===== src/rtl/e1_pkg.sv =====
// Shared E1 frame geometry and default framing words for the E1 transmit path.
// Both the framer top and its slot counter take their widths and defaults from here.
package e1_pkg;

    localparam int E1_SLOTS = 32;
    localparam int E1_BITS  = 8;
    localparam int SLOT_W   = $clog2(E1_SLOTS);
    localparam int BIT_W    = $clog2(E1_BITS);

    localparam logic [E1_BITS-1:0] FAS_DEFAULT  = 8'h1B;
    localparam logic [E1_BITS-1:0] NFAS_DEFAULT = 8'hDF;
    localparam logic [E1_BITS-1:0] IDLE_DEFAULT = 8'hFF;

    localparam logic [SLOT_W-1:0] LAST_SLOT = SLOT_W'(E1_SLOTS - 1);
    localparam logic [BIT_W-1:0]  LAST_BIT  = BIT_W'(E1_BITS - 1);

    // Position of the line within the multiframe pair: frame parity, slot, bit.
    typedef struct packed {
        logic              odd;
        logic [SLOT_W-1:0] slot;
        logic [BIT_W-1:0]  bit_cnt;
    } e1_pos_t;

    // What the serializer does with its shift register on a given edge.
    typedef enum logic [1:0] {
        LOAD_SHIFT = 2'd0,
        LOAD_TS0   = 2'd1,
        LOAD_DATA  = 2'd2,
        LOAD_IDLE  = 2'd3
    } load_kind_t;

endpackage


===== src/rtl/e1_slot_counter.sv =====
// Bit/slot/frame-parity counter for the E1 transmitter.
// Strobes mark the last bit of a slot and the last bit of a frame.
module e1_slot_counter
    import e1_pkg::*;
(
    input  logic              clk,
    input  logic              rst_n,
    output logic [BIT_W-1:0]  bit_cnt_o,
    output logic [SLOT_W-1:0] slot_o,
    output logic              odd_o,
    output logic              slot_wrap_o,
    output logic              frame_wrap_o
);

    e1_pos_t pos_q;
    e1_pos_t pos_d;

    always_comb begin
        pos_d = pos_q;
        if (pos_q.bit_cnt == LAST_BIT) begin
            pos_d.bit_cnt = '0;
            if (pos_q.slot == LAST_SLOT) begin
                pos_d.slot = '0;
                pos_d.odd  = ~pos_q.odd;
            end else begin
                pos_d.slot = pos_q.slot + SLOT_W'(1);
            end
        end else begin
            pos_d.bit_cnt = pos_q.bit_cnt + BIT_W'(1);
        end
    end

    always_ff @(posedge clk or negedge rst_n) begin
        if (!rst_n) begin
            pos_q <= '0;
        end else begin
            pos_q <= pos_d;
        end
    end

    assign bit_cnt_o    = pos_q.bit_cnt;
    assign slot_o       = pos_q.slot;
    assign odd_o        = pos_q.odd;
    assign slot_wrap_o  = (pos_q.bit_cnt == LAST_BIT);
    assign frame_wrap_o = (pos_q.bit_cnt == LAST_BIT) && (pos_q.slot == LAST_SLOT);

endmodule


===== src/rtl/e1_framer_tx.sv =====
// E1 transmit framer: serializes one byte per timeslot LSB first, inserting FAS/NFAS
// in TS0 and IDLE_WORD in payload slots the source could not fill in time.
module e1_framer_tx
    import e1_pkg::*;
#(
    parameter logic [E1_BITS-1:0] FAS_WORD  = FAS_DEFAULT,
    parameter logic [E1_BITS-1:0] NFAS_WORD = NFAS_DEFAULT,
    parameter logic [E1_BITS-1:0] IDLE_WORD = IDLE_DEFAULT
) (
    input  logic               clk,
    input  logic               rst_n,
    input  logic [E1_BITS-1:0] paralelo,
    input  logic               valid,
    output logic               ready,
    output logic               linha,
    output logic               frame_sync,
    output logic [SLOT_W-1:0]  slot,
    output logic               underrun
);

    // Handshake: a byte moves when valid && ready at a rising edge. ready depends
    // only on position (last bit of slots 0..30), never on valid; TS0 ignores valid.

    logic [BIT_W-1:0]   bit_cnt;
    logic               odd;
    logic               slot_wrap;
    logic               frame_wrap;

    logic [E1_BITS-1:0] sreg_q;
    logic [E1_BITS-1:0] sreg_d;
    logic               underrun_q;
    logic               underrun_d;
    load_kind_t         load_kind;

    e1_slot_counter u_slot_counter (
        .clk          (clk),
        .rst_n        (rst_n),
        .bit_cnt_o    (bit_cnt),
        .slot_o       (slot),
        .odd_o        (odd),
        .slot_wrap_o  (slot_wrap),
        .frame_wrap_o (frame_wrap)
    );

    always_comb begin
        load_kind = LOAD_SHIFT;
        if (frame_wrap) begin
            load_kind = LOAD_TS0;
        end else if (slot_wrap) begin
            load_kind = valid ? LOAD_DATA : LOAD_IDLE;
        end
    end

    // odd still describes the frame that is completing, so odd means next frame is even.
    always_comb begin
        sreg_d     = {1'b1, sreg_q[E1_BITS-1:1]};
        underrun_d = 1'b0;
        case (load_kind)
            LOAD_TS0:  sreg_d = odd ? FAS_WORD : NFAS_WORD;
            LOAD_DATA: sreg_d = paralelo;
            LOAD_IDLE: begin
                sreg_d     = IDLE_WORD;
                underrun_d = 1'b1;
            end
            default:   ;
        endcase
    end

    always_ff @(posedge clk or negedge rst_n) begin
        if (!rst_n) begin
            sreg_q     <= FAS_WORD;
            underrun_q <= 1'b0;
        end else begin
            sreg_q     <= sreg_d;
            underrun_q <= underrun_d;
        end
    end

    assign ready      = slot_wrap && !frame_wrap;
    assign linha      = sreg_q[0];
    assign frame_sync = (slot == '0) && (bit_cnt == '0);
    assign underrun   = underrun_q;

endmodule


===== config.mk =====
export PLATFORM = sky130hd
export DESIGN_NAME = e1_framer_tx
export DESIGN_NICKNAME = d
export VERILOG_FILES = /design/src/rtl/e1_pkg.sv /design/src/rtl/e1_slot_counter.sv /design/src/rtl/e1_framer_tx.sv
export SDC_FILE = /design/constraint.sdc
export NUM_CORES = 1
export LEC_CHECK = 0
export ABC_AREA = 1
export ABC_CLOCK_PERIOD_IN_PS = 2100
export CAP_MARGIN = 30
export CORE_ASPECT_RATIO = 1.1
export CORE_MARGIN = 4
export CORE_UTILIZATION = 48
export CTS_CLUSTER_SIZE = 28
export DETAILED_ROUTE_END_ITERATION = 10
export PLACE_DENSITY = 0.77
export SYNTH_ARGS = -nofsm -noshare
export SYNTH_HDL_FRONTEND = slang
export SYNTH_SLANG_ARGS = --single-unit

===== constraint.sdc =====
create_clock -name clk -period 2.1 [get_ports clk]
set_input_delay 0.315 -clock clk [delete_from_list [all_inputs] [get_ports clk]]
set_output_delay 0.315 -clock clk [all_outputs]
set_load 0.03 [all_outputs]

==> metrics <==
outcome finished, final reports clean; syn avg cell area 9.597 sq um; Synth Cell Area 902.1 sq um; Clock Latency Late Sink 0.29 ns; Critical Path Start Type flop; DR iter-0 viols 10; clock skew 0.003925 ns; max-cap violations 0; Max clock buf depth 2; Worst VDD drop 0.4216 mV; Total GRT Usage 14.59%; Hold Fails Final Rpt 0; H-tree depth 1; Worst Hold Class input port to asynchronous set/reset pin; drt drc 0; crit path time final 1.974 ns; Root Buffer clkbuf_4; global-route wire length before repair 2.801 mm; hold buffers post-CTS 0; DR WL/cell 12.01 um; I/O Buffers 19; Die Y 53.47 um; Yosys cell types 21; global route overflow 0; Crit Path Max Fanout 5; NumNets Final 138; CP arrival 1.66 ns; Crit. End Element output port; Initial Utilization 50.63%; Die ar. 2638 sq um; vias in the first global route 652; Final Non-Filler Cells 137; share of layout cells above drive strength 1 26.05%; Slew Viols, Final 0; Syn Nets 112; Syn Inst Count 94; initial antenna violation count 0; area grow syn2layout 29.82%; 1st-pass router iterations 4; slew at the pin closest to its max-slew limit 0.3134 ns; most common cell after layout, fill and taps aside nand2_1; commonest non-fill, non-tap cells in the layout nand2_1, clkdlybuf4s50_1, dfrtp_1; final setup vio count 0; WL final 1.645 mm; Routed Antenna Nets 0; Max-Slew Margin vs Limit 79.04%; Tcrit/Tclk final 94.01%; post-synthesis sequential element count 18; CTS buffer count 3; Ports 20; ANT cells 0; core area 1782 sq um; via/cell ratio 4.810; via count 659; DPL Wire Length 1.282 mm; Fin Setup TNS 0 ns; sequential share of the synthesized area 50.49%; CTS tree built; global placer's final weighted congestion 0.7589; Worst EP required 1.78 ns; CP Class flop to output port; Leakage Power 0.5768 nW; Yosys warnings 0; Die X-Extent 49.34 um; row count 16; Final Power 0.6089 mW; dpl cells 132; largest net degree at the start of global routing 19; fmax 0.5066 GHz; RSZ-0062 raised after global routing no; Reg clk slew, reported paths 0.10 ns; PwrDens 519.9 nW/um^2; CTS Sinks 18
==> report_power, final <==
part / internal (mW) / leakage (nW) / switching [mW]
clock network: 0.106 / 0.0210 / 0.106
registers: 0.356 / 0.207 / 0.00201
logic: 0.0223 / 0.349 / 0.0165
==> per-stage QoR <==
| step | area (sq um) | utilization [%] | setup slack [ns] | hold slack [ns] |
|---|---|---|---|---|
| floorplan | 902.1 | - | 0.2768 | 0.01941 |
| global placement | 1112 | 62.43 | 0.2755 | 0.4332 |
| detailed placement | 1112 | 62.43 | 0.1925 | 0.4359 |
| CTS | 1150 | 64.54 | 0.01408 | 0.3395 |
| global route | 1171 | 65.73 | 0.02163 | 0.3390 |
| finish | 1171 | 65.73 | 0.1259 | 0.3378 |
==> cell usage after synthesis <==
library cell / instances / share of area, %
nand2_4: 3 / 3.7
nand4_1: 1 / 0.69
o21ai_0: 4 / 2.2
nor2_1: 3 / 1.2
nor2_4: 1 / 1.2
o21a_1: 1 / 0.83
a21oi_1: 1 / 0.55
xor2_1: 1 / 0.97
nor3_2: 1 / 1.1
nand3_1: 8 / 4.4
dfrtp_1: 14 / 39
dfstp_2: 4 / 12
nor2_2: 1 / 0.69
inv_1: 10 / 4.2
nor3_1: 5 / 2.8
nand2_1: 20 / 8.3
buf_6: 2 / 2.5
inv_2: 4 / 1.7
nand2_2: 1 / 0.69
o21ai_2: 2 / 1.9
ha_1: 7 / 9.7
==> state kept, by name, summed over array words and instances (netlist names) <==
register / cells
u_slot_counter.bit_cnt_o: 3
u_slot_counter.odd_o: 1
underrun: 1
u_slot_counter.slot_o: 5
sreg_q: 8
==> cell type report <==
| type | count | area (sq um) |
|---|---|---|
| clock buffers | 4 | 36.28 |
| inverters | 14 | 52.55 |
| flip-flops and latches | 18 | 455.4 |
| multi-input cells | 60 | 384.1 |
| repair buffers | 23 | 220.2 |
| well taps | 18 | 22.52 |
| fillers | 149 | 610.6 |
==> kinds of logic after synthesis <==
| kind of cell | synth area share, % |
|---|---|
| compound gates | 5.548 |
| xor+xnor | 0.9711 |
| fa+ha+maj | 9.708 |
| buf+inv | 8.322 |
| flops | 50.49 |
| simple gates | 24.97 |
==> metal layers <==
metal	wire length [um]	GRT usage (%)	part of all wire [%]	vias to the layer above
li1	-	-	-	344
met1	777	18.84	47	299
met2	772	22.10	47	14
met3	83	6.197	5.0	2
met4	13	4.265	0.79	0
met5	0	0	0	-
==> critical path, stage by stage (launching register included) <==
cell and delay [ns]:
dfrtp_1 0.39, buf_4 0.16, ha_2 0.19, inv_2 0.06, nor3_2 0.04, ha_2 0.19, nor2_4 0.17, buf_6 0.15
==> worst paths after layout <==
check                           slack, ns  cells after the start                              endpoint                                  from
worst min register to register       0.46                      2                   sreg_q[5]$_DFF_PN0_                   sreg_q[6]$_DFF_PN0_
max in group asynchronous            1.50                      2                   sreg_q[4]$_DFF_PN1_                                 rst_n
worst max register to register       0.39                     12                   sreg_q[5]$_DFF_PN0_  u_slot_counter.slot_o[0]$_DFFE_PN0P_
worst min-delay path                 0.34                      2  u_slot_counter.slot_o[3]$_DFFE_PN0P_                                 rst_n
min in group clk                     0.46                      2                   sreg_q[5]$_DFF_PN0_                   sreg_q[6]$_DFF_PN0_
worst max-delay path                 0.13                      7                                 ready  u_slot_counter.slot_o[0]$_DFFE_PN0P_
==> repair_timing <==
action | CTS | global route
pin swaps | 1 | 1
buffers inserted | 0 | 1
resized for setup | 2 | 5
setup endpoints to repair | 2 | 1
No activity file was read; power rests on OpenSTA's default activity.
